[src/rtl/approx_cmp_pkg.sv]
// Shared widths and result encoding for the 8-bit approximate magnitude comparator.
// Optional macro APPROX_CMP_EXACT_LSB_EN (see approx_cmp_lsb2) makes the whole block exact.
package approx_cmp_pkg;

    localparam int DATA_W   = 8;
    localparam int APPROX_W = 2;
    localparam int HIGH_W   = 6;

    typedef enum logic [1:0] {
        CMP_EQ = 2'd0,
        CMP_GT = 2'd1,
        CMP_LT = 2'd2
    } cmp_res_e;

    // One-hot flag vector ordered {eq, gt, lt}.
    function automatic logic [2:0] res_to_flags(input cmp_res_e r);
        logic [2:0] f;
        f = 3'b100;
        case (r)
            CMP_GT:  f = 3'b010;
            CMP_LT:  f = 3'b001;
            default: f = 3'b100;
        endcase
        return f;
    endfunction

endpackage

[src/rtl/approx_cmp_lsb2.sv]
// Combinational 2-bit low-field comparator producing gtL/ltL.
// Default: reduced logic that reports 11 vs 10 (and 10 vs 11) as equal; APPROX_CMP_EXACT_LSB_EN selects an exact compare.
module approx_cmp_lsb2
    import approx_cmp_pkg::*;
(
    input  logic [APPROX_W-1:0] i_a,
    input  logic [APPROX_W-1:0] i_b,
    output logic                o_gt,
    output logic                o_lt
);

`ifdef APPROX_CMP_EXACT_LSB_EN
    assign o_gt = (i_a > i_b);
    assign o_lt = (i_a < i_b);
`else
    // Terms on bit 0 are only considered when the other side's bit 1 is clear.
    assign o_gt = (i_a[1] & ~i_b[1]) | (i_a[0] & ~i_b[0] & ~i_b[1]);
    assign o_lt = (~i_a[1] & i_b[1]) | (~i_a[0] & i_b[0] & ~i_a[1]);
`endif

endmodule

[src/rtl/approx_comparator_8bit.sv]
// Registered 8-bit unsigned comparator: exact compare on bits [7:2], approximate (or exact with
// APPROX_CMP_EXACT_LSB_EN) compare on bits [1:0]; one-cycle latency, no backpressure.
module approx_comparator_8bit
    import approx_cmp_pkg::*;
(
    input  logic              clk,
    input  logic              rst_n,
    input  logic              in_valid,
    input  logic [DATA_W-1:0] a,
    input  logic [DATA_W-1:0] b,
    output logic              out_valid,
    output logic              AeqB,
    output logic              AgtB,
    output logic              AltB
);

    // Handshake: a/b are taken on every rising edge where in_valid=1; the result appears with
    // out_valid=1 after that edge. When in_valid=0 out_valid drops and the flags keep their value.

    logic     w_hi_gt;
    logic     w_hi_lt;
    logic     w_lo_gt;
    logic     w_lo_lt;
    cmp_res_e w_res;
    logic [2:0] w_flags;

    logic r_valid;
    logic r_eq;
    logic r_gt;
    logic r_lt;

    assign w_hi_gt = (a[DATA_W-1:APPROX_W] > b[DATA_W-1:APPROX_W]);
    assign w_hi_lt = (a[DATA_W-1:APPROX_W] < b[DATA_W-1:APPROX_W]);

    approx_cmp_lsb2 u_lsb (
        .i_a  (a[APPROX_W-1:0]),
        .i_b  (b[APPROX_W-1:0]),
        .o_gt (w_lo_gt),
        .o_lt (w_lo_lt)
    );

    // High field dominates; low field only decides on a high-field tie.
    always_comb begin
        w_res = CMP_EQ;
        if (w_hi_gt) begin
            w_res = CMP_GT;
        end else if (w_hi_lt) begin
            w_res = CMP_LT;
        end else if (w_lo_gt) begin
            w_res = CMP_GT;
        end else if (w_lo_lt) begin
            w_res = CMP_LT;
        end
    end

    assign w_flags = res_to_flags(w_res);

    always_ff @(posedge clk or negedge rst_n) begin
        if (!rst_n) begin
            r_valid <= 1'b0;
            r_eq    <= 1'b0;
            r_gt    <= 1'b0;
            r_lt    <= 1'b0;
        end else begin
            r_valid <= in_valid;
            if (in_valid) begin
                r_eq <= w_flags[2];
                r_gt <= w_flags[1];
                r_lt <= w_flags[0];
            end
        end
    end

    assign out_valid = r_valid;
    assign AeqB      = r_eq;
    assign AgtB      = r_gt;
    assign AltB      = r_lt;

endmodule

[config.mk]
export PLATFORM = sky130hd
export DESIGN_NAME = approx_comparator_8bit
export DESIGN_NICKNAME = d
export VERILOG_FILES = /design/src/rtl/approx_cmp_pkg.sv /design/src/rtl/approx_cmp_lsb2.sv /design/src/rtl/approx_comparator_8bit.sv
export SDC_FILE = /design/constraint.sdc
export NUM_CORES = 1
export LEC_CHECK = 0
export BUFFER_PORTS_ARGS = -buffer_cell sky130_fd_sc_hd__buf_2
export CELL_PAD_IN_SITES_DETAIL_PLACEMENT = 0
export CELL_PAD_IN_SITES_GLOBAL_PLACEMENT = 1
export CORE_AREA = 2 2 39 41
export DETAILED_ROUTE_END_ITERATION = 16
export DIE_AREA = 0 0 41 43
export PLACE_DENSITY = 0.83
export SLEW_MARGIN = 20
export SYNTH_ARGS = -nofsm -noshare
export SYNTH_HDL_FRONTEND = slang
export SYNTH_SLANG_ARGS = --single-unit
[constraint.sdc]
create_clock -name clk -period 1.7 [get_ports clk]
set_input_delay 0.17 -clock clk [delete_from_list [all_inputs] [get_ports clk]]
set_output_delay 0.17 -clock clk [all_outputs]
set_load 0.005 [all_outputs]
==> impl_results.md <==
- Total power draw: 357 uW
- Routed Antenna Nets: 0
- Final cell count without fillers: 81
- Sequential-to-total area share from yosys stat: 0.249
- CP cell instances: buf_2 > inv_1 > ha_1 > nand4_2 > o21bai_4 > a32oi_2 > ha_1 > mux2_1
- Max-slew headroom: 0.758
- Fmax: 631 MHz
- Share of cells above drive strength 1: 0.477
- Worst setup SP type: primary input
- Peak supply drop: 506 uV
- Syn_nets: 65
- Outcome: complete, no violations
- Total wire length: 811 um
- CTS Root Cell: clkbuf_4
- RSZ-0062 raised after global routing: no
- CTS tree: done
- Final slew viol count: 0
- Clk slew on worst S/H paths: 40 ps
- Average size of a mapped cell: 10.6 um^2
- Worst Path Required: 1810 ps
- Largest net degree at the start of global routing: 5
- Post-synthesis compound-gate area fraction: 0.243
- Total number of H-tree levels: 1
- Setup CP Type: primary input to flip-flop
- Routability cong.: 0.599
- Commonest cells after routing, fill and taps aside: buf_2, ha_1, inv_1
- Synthesized area: 402 um^2
- Drt pass-1 iters: 3
- Port Buffers: 22
- I/O pin total: 23
- CP peak stage delay: 310 ps
- Ranking of synthesized cells by area: dfrtp_1, ha_1, a2111oi_4
- Drt wl/cell: 10.0 um
- Arr. time, crit path: 1690 ps
- Initial Utilization: 0.290
- Final Net Count: 94
- Area Overhead vs Synth: 44.2%
- Simple-gate share of the synthesized area: 0.109
- Final core occ: 0.419
- Final setup viols: 0
- Max Cap Viol: 0
- Library cells used by synthesis: 20
- Crit-path slowest cell: ha_1
- Antenna violations before repair: 0
- Worst min-delay path category: primary input to flip-flop
- CTS Buf Count: 3
- DIE HEIGHT: 43 um
- Placed wire-length estimate: 681 um
- Number of cell rows: 14
- Worst-margin pin slew: 363 ps
- Die width: 41 um
- Fin. Hold Viols: 0
- Critical-path maximum fanout: 4
- Setup crit end kind: flip-flop
- Main combinational cell family by area after synthesis: adder cells
- Top cell type's share of synthesized area: 0.249
- GRT Util Overall: 0.104
- Xor/xnor share of the synthesized area: 0
- Number of global-route vias before repair: 334
- Aggregate global routing overflow: 0
- Most frequent cell on the critical path: ha_1
- Final Skew: 0 ps
- First-pass GRT wire length: 1230 um
- Placed insts: 77
- Final Cycle Share: 0.933
- Commonest non-fill, non-tap cell in the layout: buf_2
- CORE AREA: 1380 um^2
- Clock sink count: 4
- Fin crit period: 1590 ps
- Synth Instances: 38
- Flops & latches, synth: 4
- Die footprint: 1760 um^2
- Yosys top cell by area: dfrtp_1
- Worst R2R Setup Slack: 940 ps
- Clock latency on the worst-skew pair: 230 ps
- Max Buffers Root-to-Sink: 2
- Syn. warnings: 0
- Worst hold margin: 117 ps
- Post-synthesis mux area share: 0.0841
- Post-Synth Adder-Cell Area: 0.249
- Via-to-Cell Ratio: 4.47
- DR vias: 362
- Initial drt markers: 2
- Setup bufs post-CTS: 0
- Cell Pwr Density: 616 nW/um^2
- Leak: 0.314 nW
- # diodes: 0
- Drc violations: 0
[worst paths after layout]
kind | from | end | cells past startpoint
max | b[7] | AeqB$_DFFE_PN0P_ | 8
min | in_valid | out_valid$_DFF_PN0_ | 1
max reg2reg | AltB$_DFFE_PN0P_ | AltB$_DFFE_PN0P_ | 1
min reg2reg | AeqB$_DFFE_PN0P_ | AeqB$_DFFE_PN0P_ | 1
max in group asynchronous | rst_n | AgtB$_DFFE_PN0P_ | 2
min in group asynchronous | rst_n | AeqB$_DFFE_PN0P_ | 2
[timing repair]
action,CTS,global route
endpoints found under the hold margin,4,0
hold buffers,1,0
resized for setup,0,1
endpoints found under the setup margin,0,1
[per-layer routing]
| metal | wire [um] | GRT usage | vias up |
|---|---|---|---|
| met5 | 0 | 0 | - |
| met4 | 0 | 0.0600 | 0 |
| met3 | 64 | 0.0314 | 0 |
| met2 | 401 | 0.159 | 14 |
| met1 | 345 | 0.121 | 152 |
| li1 | - | - | 196 |
[where the power goes]
group / switching [mW] / leakage [nW] / internal, mW
combinational: 0.0575 / 0.251 / 0.0703
sequential: 0.00605 / 0.0491 / 0.112
clock: 0.0320 / 0.0138 / 0.0785
total: 0.0955 / 0.314 / 0.261
[cell usage after synthesis (all sizes together)]
master	instances
a2111oi	1
inv	7
dfrtp	4
nor2b	2
nand2	1
mux2	3
a31oi	1
a21oi	1
o21bai	1
nand2b	1
nand3	1
nor2	1
ha	8
a32oi	1
nand4	1
o21ai	1
a31o	1
a32o	1
a21o	1
[final cells by class]
class / instances / area [um^2]
Timing Repair Buffer: 24 / 128
Inverter: 7 / 26.3
Sequential cell: 4 / 100
Fill cell: 145 / 805
Multi-Input combinational cell: 27 / 283
Clock buffer: 3 / 22.5
Tap cell: 16 / 20.0
[stage by stage]
stage                     setup TNS (ps)  instance area, um^2  setup slack [ps]
after floorplan                        0                  402              5.19
after detailed placement            -335                  539              -185
final                                  0                  579               114
after global placement              -245                  539              -138
after global routing                   0                  579              9.05
after CTS                              0                  572              56.2
[critical path: cells and delay by family]
kind / cells / cell delay (ps)
adders and majority gates: 2 / 560
AOI/OAI and AO/OA: 2 / 410
buffers and inverters: 2 / 100
and+or+nand+nor: 1 / 160
muxes: 1 / 290
[cells by family (layout without fill, tap and decap cells)]
group           Yosys count  in the layout
mux                       3              3
flops                     4              4
simple gates              7              7
buf+inv                   7             34
fa+ha+maj                 8              8
compound gates            9              9
[flip-flops by register name, summed over array words and instances, names as in the netlist]
| name | cells |
|---|---|
| AeqB | 1 |
| AltB | 1 |
| out_valid | 1 |
| AgtB | 1 |
No activity file was read; power rests on OpenSTA's default activity.
